### src/rtl/data_memory.sv
// Word-organised data RAM for the single-cycle MIPS datapath.
// Synchronous write, combinational read. Out-of-range addresses read as zero and never write.
module data_memory #(
  parameter int DATA_WIDTH = 32,
  parameter int ADDR_WIDTH = 32,
  parameter int DEPTH      = 16
) (
  input  logic                  clk,
  input  logic                  rst_n,
  input  logic                  we,
  input  logic [ADDR_WIDTH-1:0] address,
  input  logic [DATA_WIDTH-1:0] write_data,
  output logic [DATA_WIDTH-1:0] read_data
);

  localparam int IDX_W = (DEPTH > 1) ? $clog2(DEPTH) : 1;
  localparam int TOP   = IDX_W + 2;

  logic [DATA_WIDTH-1:0] mem [DEPTH];
  logic [IDX_W-1:0]      word_idx;
  logic                  in_range;
  logic                  unused_byte_lanes;

  // address[1:0] selects a byte within the word and is deliberately ignored.
  assign unused_byte_lanes = &{1'b0, address[1:0]};
  assign word_idx          = address[TOP-1:2];

  // Every bit above the word index must be zero; no wrap-around or aliasing.
  generate
    if (ADDR_WIDTH > TOP) begin : g_upper_check
      assign in_range = (address[ADDR_WIDTH-1:TOP] == '0);
    end else begin : g_no_upper
      assign in_range = 1'b1;
    end
  endgenerate

  always_ff @(posedge clk or negedge rst_n) begin
    if (!rst_n) begin
      for (int i = 0; i < DEPTH; i++) begin
        mem[i] <= '0;
      end
    end else if (we && in_range) begin
      mem[word_idx] <= write_data;
    end
  end

  always_comb begin
    read_data = '0;
    if (in_range) begin
      read_data = mem[word_idx];
    end
  end

endmodule

### config.mk
export PLATFORM = sky130hd
export DESIGN_NAME = data_memory
export DESIGN_NICKNAME = d
export VERILOG_FILES = /design/src/rtl/data_memory.sv
export SDC_FILE = /design/constraint.sdc
export NUM_CORES = 1
export LEC_CHECK = 0
export BUFFER_PORTS_ARGS = -buffer_cell sky130_fd_sc_hd__buf_4
export CAP_MARGIN = 30
export CORE_UTILIZATION = 30
export DETAILED_ROUTE_END_ITERATION = 10
export PLACE_DENSITY = 0.53
export SYNTH_ARGS = -nofsm -noshare
export SYNTH_HDL_FRONTEND = slang
export SYNTH_SLANG_ARGS = --single-unit
export TNS_END_PERCENT = 1
### constraint.sdc
create_clock -name clk -period 4.1 [get_ports clk]
set_input_delay 0.205 -clock clk [delete_from_list [all_inputs] [get_ports clk]]
set_output_delay 0.205 -clock clk [all_outputs]
set_load 0.005 [all_outputs]
==> results.sh, run 1 <==
export IMPL_met3_usage_pct=2.38
export IMPL_cpMostUsedCell="buf_4"
export IMPL_yosysMostFrequentCell="dfrtp_1"
export IMPL_met2_usage_pct=25.2
export IMPL_fill_cells=7225
export IMPL_drv_slew=0
export IMPL_postRouteWirelength_um=59300
export IMPL_use_met1_pct=21.6
export IMPL_dp_slack_ns=1.08
export IMPL_cts_tree="done"
export IMPL_holdWs_ns=0.163
export IMPL_syn_avg_cell_area_um2=16.2
export IMPL_path_class="input pin to output pin"
export IMPL_grt_pass1_vias=14396
export IMPL_period_minus_slack_ns=2.82
export IMPL_insertion_delay_ns=0.61
export IMPL_top_regs="mem x512"
export IMPL_top_register="mem"
export IMPL_grt_max_degree=133
export IMPL_skew_ns=0
export IMPL_synth_top_area_share_pct=55.6
export IMPL_port_buffers=96
export IMPL_diodes=0
export IMPL_cap_violations=0
export IMPL_cp_cell_sequence="buf_4 -> nor4_1 -> nand4_2 -> buf_4 -> or2_2 -> a21oi_1 -> buf_4"
export IMPL_drive_gt1_share_pct=53.2
export IMPL_finalPower_w=0.0106
export IMPL_dp_hpwl_um=33000
export IMPL_final_nets=1587
export IMPL_hp_class="input pin to asynchronous set/reset pin"
export IMPL_ys_seq_area_share_pct=55.6
export IMPL_max_slew_margin_rel_pct=32.1
export IMPL_clkSinkCount=512
export IMPL_numCtsBuffers=57
export IMPL_critPathCaptureType="output pin"
export IMPL_synth_largest_area_cell="dfrtp_1"
export IMPL_htree_levels=2
export IMPL_synth_distinct_cells=23
export IMPL_min_period_over_period_pct=68.8
export IMPL_die_area_mm2=0.0780
export IMPL_synth_area_leaders="dfrtp_1, mux2_2, mux4_2, mux2_1, a22oi_1"
export IMPL_cp_data_arrival_time_ns=2.62
export IMPL_p_leak_nw=12.9
export IMPL_power_density_mw_per_mm2=390
export IMPL_ff_latch_area_mm2=0.0128
export IMPL_gp_congestion=0.691
export IMPL_row_count=101
export IMPL_post_drt_wl_per_cell_um=22.8
export IMPL_hold_viol_final=0
export IMPL_num_vias=13011
export IMPL_ios=99
export IMPL_status="completed"
export IMPL_drc=0
export IMPL_rsz0062_at_grt="no"
export IMPL_async_flop_share_pct=100
export IMPL_setup_violations=0
export IMPL_worst_setup_hold_path_clk_slew_ns=0.05
export IMPL_syn_num_nets=1490
export IMPL_ant_nets=0
export IMPL_antenna_found_initial=0
export IMPL_die_w_um=279
export IMPL_syn2layout_area_growth_pct=18.2
export IMPL_critPathMaxFanout=25
export IMPL_cp_data_required_time_ns=3.89
export IMPL_ir_drop_mv=0.305
export IMPL_worst_pin_slew_ns=1.02
export IMPL_start_kind="input pin"
export IMPL_synth_warnings=0
export IMPL_busiest_layer="met2"
export IMPL_postCtsSetupBuffers=0
export IMPL_cts_root_buf="clkbuf_16"
export IMPL_grt_pass1_wl_um=92100
export IMPL_fp_coreArea_mm2=0.0759
export IMPL_max_freq_ghz=0.354
export IMPL_overflow=0
export IMPL_viasPerCell=5.01
export IMPL_worst_slack_ns=1.28
export IMPL_synth_top_cells_by_count="dfrtp_1, mux2_2, mux4_2"
export IMPL_largest_reg_flops=512
export IMPL_synthesis_area_mm2=0.0231
export IMPL_start_util_pct=30.4
export IMPL_cts_repair_resized=0
export IMPL_final_util_pct=35.9
export IMPL_synth_seq_cells=512
export IMPL_multi_input_area_mm2=0.00978
export IMPL_clockBufferDepth=3
export IMPL_crit_path_top_delay_cell="or2_2"
export IMPL_dr_pass1_iters=5
export IMPL_synthCells=1423
export IMPL_drtIter0Drc=762
export IMPL_fin_tns_setup_ns=0
export IMPL_synthFlopType="dfrtp_1"
export IMPL_grt_usage_pct=15.6
export IMPL_die_y_um=279
export IMPL_slowest_delay_ns=0.73
export IMPL_synth_edf_count=0
cells in the final DEF, fill, tap and decap left out:
master,count
mux2_2,454
nand2_1,4
inv_1,1
nand3_1,1
inv_6,4
nor4_1,6
nor4_4,10
nor3_4,6
clkbuf_16,57
clkinvlp_4,1
buf_12,9
buf_8,2
mux4_2,128
or2_2,1
nand3_2,1
clkbuf_1,15
buf_4,125
nor2b_4,2
nor2_4,1
and2_2,1
buf_6,1
dlygate4sd3_1,33
clkinv_2,13
nor2b_1,1
a21oi_1,32
inv_16,1
nor2_1,1
bufinv_16,4
nand4_2,1
dfrtp_1,512
a22oi_1,64
clkbuf_8,11
nand4_1,6
mux2_1,58
worst max-delay path, delay by kind of cell:
| kind | cells | cell delay [ns] |
|---|---|---|
| and+or+nand+nor | 3 | 1.19 |
| buffers and inverters | 3 | 0.60 |
| AOI/OAI and AO/OA | 1 | 0.59 |
per-layer routing:
| layer | vias up | routed length (um) |
|---|---|---|
| li1 | 5573 | - |
| met1 | 7103 | 27400 |
| met2 | 251 | 28400 |
| met3 | 84 | 2300 |
| met4 | 0 | 1140 |
| met5 | - | 0 |
power breakdown:
group | switching, W | internal, W
logic | 0.000309 | 0.000132
clock network | 0.00212 | 0.00302
registers | 0.0000000000728 | 0.00505
total | 0.00243 | 0.00821
layout make-up:
class	count	area share, %
multi-input cells	778	35.9
clock inverters	23	0.909
repair buffers	170	5.47
clock buffers	83	6.00
inverters	1	0.0138
well taps	1030	4.73
flip-flops and latches	512	47.0
final timing paths:
kind                       depth (start not counted)              endpoint  slack [ns]            startpoint
max                                                7         read_data[28]        1.28           address[13]
min                                                2  mem[471]$_DFFE_PN0P_        0.16                 rst_n
max reg2reg                                        1  mem[491]$_DFFE_PN0P_        3.31  mem[491]$_DFFE_PN0P_
min reg2reg                                        1   mem[47]$_DFFE_PN0P_        0.48   mem[47]$_DFFE_PN0P_
max in group asynchronous                          3  mem[485]$_DFFE_PN0P_        2.73                 rst_n
min in group clk                                   4  mem[152]$_DFFE_PN0P_        0.21                    we
per-stage QoR:
step | std cells | instance area, um2
5_1_grt | 2597 | 27300
3_3_place_gp | 2458 | 25000
2_1_floorplan | 1423 | 23100
6_report | 2597 | 27300
3_5_place_dp | 2458 | 25000
4_1_cts | 2597 | 27300
logic make-up (layout without fill, tap and decap cells):
logic type             count (synthesis)  after routing  share of synthesized area (%)
buffers and inverters                133            277                           2.56
AO/OA/AOI/OAI                         96             96                           2.78
flip-flops                           512            512                           55.6
AND/OR/NAND/NOR                       42             42                           1.57
multiplexers                         640            640                           37.5
what timing repair did:
| action | 4_1_cts | 5_1_grt |
|---|---|---|
| endpoints found under the setup margin | 0 | 0 |
| hold buffers | 33 | 0 |
| hold endpoints to repair | 580 | 0 |
Power figures use the tool's default switching activity.
==> run 2, diff against run 1 <==
- clock period: 4.1 -> 2.8 ns (I/O delays scaled with it)
==> run 2 against run 1 <==
Effect of this change: sequential share of layout area decreased by 0.44 points; setup slack got worse by 0.80 ns; clock power increased by 38%; final cell count increased by 0.69%; critical endpoint is now read_data[12]; largest cell class unchanged.
==> results.sh, run 2 (synthesized netlist as in run 1, its figures left out) <==
export IMPL_status="completed"
export IMPL_setup_violations=0
export IMPL_clockBufferDepth=3
export IMPL_rr_worst_depth=1
export IMPL_worst_path_stages=4
export IMPL_crit_family="compound AO/OA/AOI/OAI gates"
export IMPL_drv_slew=0
export IMPL_die_y_um=279
export IMPL_ir_drop_mv=0.484
export IMPL_combPwrFrac_pct=4.5
export IMPL_gp_congestion=0.703
export IMPL_grt_pass1_wl_um=93400
export IMPL_critPathMaxFanout=2
export IMPL_worst_pin_slew_ns=0.770
export IMPL_drive_gt1_share_pct=53.5
export IMPL_max_freq_ghz=0.431
export IMPL_grt_pass1_vias=14466
export IMPL_r2r_start="mem[494]$_DFFE_PN0P_"
export IMPL_row_count=101
export IMPL_fp_coreArea_mm2=0.0759
export IMPL_layout_commonest_cell="dfrtp_1"
export IMPL_netSwitchingPower_w=0.00345
export IMPL_cp_data_required_time_ns=2.66
export IMPL_antenna_found_initial=3
export IMPL_die_area_mm2=0.0780
export IMPL_diodes=0
export IMPL_start_kind="register"
export IMPL_ios=99
export IMPL_clkSinkCount=512
export IMPL_dp_slack_ns=0.315
export IMPL_die_w_um=279
export IMPL_htree_levels=2
export IMPL_grt_usage_pct=15.9
export IMPL_dr_pass1_iters=4
export IMPL_p_leak_nw=13.0
export IMPL_start_util_pct=30.4
export IMPL_fin_tns_setup_ns=0
export IMPL_hp_class="input pin to asynchronous set/reset pin"
export IMPL_postCtsSetupBuffers=0
export IMPL_path_class="register to output pin"
export IMPL_syn2layout_area_growth_pct=19.3
export IMPL_worst_r2r_setup_slack_ns=2.01
export IMPL_ant_nets=0
export IMPL_max_slew_margin_rel_pct=48.7
export IMPL_post_drt_wl_per_cell_um=23.0
export IMPL_drc=0
export IMPL_num_vias=13120
export IMPL_viasPerCell=5.02
export IMPL_worst_slack_ns=0.481
export IMPL_cts_root_buf="clkbuf_16"
export IMPL_period_minus_slack_ns=2.32
export IMPL_critPathCaptureType="output pin"
export IMPL_cp_endpoint="read_data[12]"
export IMPL_timing_rr_end="mem[494]$_DFFE_PN0P_"
export IMPL_grt_max_degree=82
export IMPL_port_buffers=96
export IMPL_final_nets=1611
export IMPL_swShare_pct=22.8
export IMPL_worst_setup_hold_path_clk_slew_ns=0.06
export IMPL_slowest_delay_ns=0.46
export IMPL_startpoint="mem[12]$_DFFE_PN0P_"
export IMPL_intPower_w=0.0117
export IMPL_skew_ns=0
export IMPL_cts_tree="done"
export IMPL_cap_violations=0
export IMPL_postRouteWirelength_um=60200
export IMPL_dp_hpwl_um=36300
export IMPL_top_regs="mem x512"
export IMPL_power_density_mw_per_mm2=551
export IMPL_largest_reg_flops=512
export IMPL_power_frac_seq_pct=48.8
export IMPL_overflow=0
export IMPL_crit_path_top_delay_cell="mux4_2"
export IMPL_numCtsBuffers=55
export IMPL_fill_cells=7165
export IMPL_drtIter0Drc=715
export IMPL_top_register="mem"
export IMPL_power_share_clock_pct=46.7
export IMPL_min_period_over_period_pct=82.8
export IMPL_cp_data_arrival_time_ns=2.18
export IMPL_hold_viol_final=0
export IMPL_layout_common_cells="dfrtp_1, mux2_2, buf_4"
export IMPL_cp_num_buf_inv=1
export IMPL_cp_cell_sequence="mux4_2 -> a22oi_1 -> a21oi_1 -> buf_4"
export IMPL_rsz0062_at_grt="no"
export IMPL_insertion_delay_ns=0.60
## run 2: changes by cell type in the layout (fill, tap and decap cells not counted)
cell / delta
clkbuf_8: +3
inv_6: -4
clkinv_2: -7
bufinv_16: -3
clkbuf_16: -2
buf_12: +15
buf_4: +11
clkbuf_1: +3
clkinv_8: +2
## run 2: worst min path at each step
stage | to | depth (start not counted) | startpoint
after floorplan | mem[0]$_DFFE_PN0P_ | 0 | rst_n
after global placement | mem[373]$_DFFE_PN0P_ | 1 | rst_n
after detailed placement | mem[181]$_DFFE_PN0P_ | 1 | rst_n
after CTS | mem[181]$_DFFE_PN0P_ | 2 | rst_n
after global routing | mem[181]$_DFFE_PN0P_ | 2 | rst_n
final | mem[181]$_DFFE_PN0P_ | 2 | rst_n
## run 2: cell type report
| cell class | count | area (um2) | share of cell area (%) |
|---|---|---|---|
| clock buffer | 87 | 1640 | 5.95 |
| clock inverter | 11 | 120 | 0.437 |
| inverter | 1 | 3.75 | 0.0136 |
| multi-input combinational | 778 | 9780 | 35.5 |
| sequential | 512 | 12800 | 46.6 |
| tap | 1030 | 1290 | 4.68 |
| timing repair buffer | 196 | 1870 | 6.81 |
## run 2: layer usage
layer / up-vias / track usage [%] / part of all wire (%)
met5: - / 0 / 0.066
met4: 6 / 4.35 / 2.1
met3: 83 / 2.38 / 4.0
met2: 248 / 25.4 / 48
met1: 7170 / 22.3 / 46
li1: 5613 / - / -
## run 2: timing repair
| item | 4_1_cts | 5_1_grt |
|---|---|---|
| hold endpoints to repair | 952 | 0 |
| hold buffers | 33 | 0 |
| gates resized for setup | 0 | 0 |
## run 2: power by group through the flow
stage	clock network (W)	logic, W	registers [W]
after global placement	0	0.000646	0.00753
after floorplan	0	0.000238	0.00754
after detailed placement	0	0.000658	0.00753
after CTS	0.00733	0.000701	0.00740
after global routing	0.00761	0.000750	0.00739
final	0.00708	0.000684	0.00740
## run 2: stage by stage
step	cells	instance area, um2	hold slack, ns	util [%]	total power [W]
floorplan	1423	23100	-0.156	-	0.00777
global placement	2483	25400	0.118	33.5	0.00818
detailed placement	2483	25400	0.116	33.5	0.00819
CTS	2614	27500	0.0429	36.2	0.0154
global route	2615	27500	0.0720	36.2	0.0158
finish	2615	27500	0.0450	36.2	0.0152
==> run 3, diff against run 2 <==
- PLACE_DENSITY: 0.53 -> 0.54
- clock period: 2.8 -> 2.05 ns (I/O delays scaled with it)
==> run 3 against run 2 <==
Effect of this change: the flow now finishes with violations (setup timing); sequential cell count stayed put; clock power is 37% higher; setup slack worse by 0.51 ns; critical path type unchanged; critical endpoint is now read_data[30]; largest power group unchanged.
==> results.sh, run 3 (synthesized netlist as in run 1, its figures left out) <==
export IMPL_hp_class="input pin to register"
export IMPL_cts_root_buf="clkbuf_16"
export IMPL_worst_pin_slew_ns=0.557
export IMPL_multi_input_area_mm2=0.0102
export IMPL_dr_pass1_iters=4
export IMPL_max_freq_ghz=0.480
export IMPL_rsz0062_at_grt="yes"
export IMPL_period_minus_slack_ns=2.08
export IMPL_grt_usage_pct=16.6
export IMPL_layout_commonest_cell="dfrtp_1"
export IMPL_grt_pass1_wl_um=97200
export IMPL_swShare_pct=23.2
export IMPL_path_class="register to output pin"
export IMPL_die_w_um=279
export IMPL_power_share_clock_pct=46.5
export IMPL_top_register="mem"
export IMPL_start_util_pct=30.4
export IMPL_hold_viol_final=0
export IMPL_grt_pass1_vias=14777
export IMPL_drv_slew=0
export IMPL_power_density_mw_per_mm2=727
export IMPL_status="complete, but fails checks"
export IMPL_die_y_um=279
export IMPL_cp_data_required_time_ns=1.95
export IMPL_worst_setup_hold_path_clk_slew_ns=0.06
export IMPL_antenna_found_initial=5
export IMPL_violations="setup timing"
export IMPL_numCtsBuffers=57
export IMPL_final_util_pct=37.7
export IMPL_drive_gt1_share_pct=60.5
export IMPL_fin_tns_setup_ns=-0.0769
export IMPL_htree_levels=2
export IMPL_dp_hpwl_um=39700
export IMPL_fp_coreArea_mm2=0.0759
export IMPL_die_area_mm2=0.0780
export IMPL_clockBufferDepth=3
export IMPL_p_leak_nw=13.3
export IMPL_gp_congestion=0.728
export IMPL_layout_common_cells="dfrtp_1, mux2_2, buf_4"
export IMPL_postCtsSetupBuffers=0
export IMPL_postRouteWirelength_um=62800
export IMPL_num_vias=13425
export IMPL_ir_drop_mv=0.685
export IMPL_drtIter0Drc=710
export IMPL_max_slew_margin_rel_pct=62.9
export IMPL_worst_slack_ns=-0.0338
export IMPL_power_frac_seq_pct=48.5
export IMPL_insertion_delay_ns=0.61
export IMPL_critPathMaxFanout=2
export IMPL_post_drt_wl_per_cell_um=23.6
export IMPL_drc=0
export IMPL_netSwitchingPower_w=0.00483
export IMPL_overflow=0
export IMPL_clkSinkCount=512
export IMPL_cts_tree="done"
export IMPL_largest_reg_flops=512
export IMPL_fill_cells=7077
export IMPL_setup_violations=5
export IMPL_ff_latch_area_mm2=0.0128
export IMPL_viasPerCell=5.04
export IMPL_port_buffers=96
export IMPL_intPower_w=0.0160
export IMPL_cap_violations=0
export IMPL_skew_ns=0
export IMPL_min_period_over_period_pct=102
export IMPL_syn2layout_area_growth_pct=24.3
export IMPL_cp_data_arrival_time_ns=1.98
export IMPL_final_nets=1659
export IMPL_critPathCaptureType="output pin"
export IMPL_row_count=101
export IMPL_combPwrFrac_pct=5.0
export IMPL_ant_nets=0
export IMPL_start_kind="register"
export IMPL_grt_max_degree=94
export IMPL_ios=99
export IMPL_top_regs="mem x512"
## run 3: cell count changes in the layout (fill, tap and decap cells not counted), moves of 7 or more
cell / delta
a21oi_2: +26
buf_6: +7
a22oi_1: -59
buf_12: +25
a21oi_1: -30
a22oi_2: +59
buf_4: +13
## run 3: critical path: stages, from the launching register on
cell and delay, ns:
dfrtp_1 0.38, mux4_2 0.48, a22oi_2 0.27, a21oi_2 0.10, buf_6 0.14
## run 3: layout make-up
cell class / count / share of cell area, %
antenna: 1 / 0.00873
clock buffer: 85 / 5.77
clock inverter: 13 / 0.341
inverter: 1 / 0.0131
multi-input combinational: 778 / 35.7
sequential: 512 / 44.7
tap: 1030 / 4.50
timing repair buffer: 242 / 8.93
## run 3: metrics by stage
stage	hold slack, ns	instances	total power [W]	setup slack [ns]	cell area [um2]
after CTS	0.210	2661	0.0211	-0.0723	28500
after detailed placement	0.0379	2538	0.0113	-0.232	26100
final	0.242	2662	0.0208	-0.0338	28700
after floorplan	-0.193	1423	0.0106	0.0292	23100
after global routing	0.220	2662	0.0217	-0.124	28700
after global placement	0.0379	2538	0.0113	-0.200	26100
## run 3: path summary, 6_finish.rpt
path	startpoint	slack, ns	endpoint	cells past startpoint
setup / recovery	mem[126]$_DFFE_PN0P_	-0.03	read_data[30]	4
hold / removal	we	0.24	mem[407]$_DFFE_PN0P_	5
setup reg to reg	mem[500]$_DFFE_PN0P_	1.26	mem[500]$_DFFE_PN0P_	1
hold reg to reg	mem[495]$_DFFE_PN0P_	0.48	mem[495]$_DFFE_PN0P_	1
max in group asynchronous	rst_n	0.76	mem[229]$_DFFE_PN0P_	4
min in group asynchronous	rst_n	0.49	mem[83]$_DFFE_PN0P_	3
## run 3: power groups by stage
| stage | combinational (W) | sequential (W) | clock [W] |
|---|---|---|---|
| final | 0.00104 | 0.0101 | 0.00968 |
| after CTS | 0.00106 | 0.0101 | 0.00997 |
| after global routing | 0.00113 | 0.0101 | 0.0104 |
| after detailed placement | 0.000974 | 0.0103 | 0 |
| after global placement | 0.000960 | 0.0103 | 0 |
| after floorplan | 0.000325 | 0.0103 | 0 |
## run 3: per-layer routing
metal / routed length (um) / part of all wire (%) / vias to the layer above / GRT usage [%]
met5: 46 / 0.073 / - / 0
met4: 1370 / 2.2 / 8 / 4.42
met3: 2900 / 4.6 / 103 / 2.90
met2: 29500 / 47 / 277 / 26.1
met1: 29000 / 46 / 7317 / 23.5
li1: - / - / 5720 / -
## run 3: timing repair
item,in CTS,in global routing
pin swaps,47,13
hold buffers,35,0
resized for setup,76,27
endpoints found under the setup margin,32,32
hold endpoints to repair,1024,0
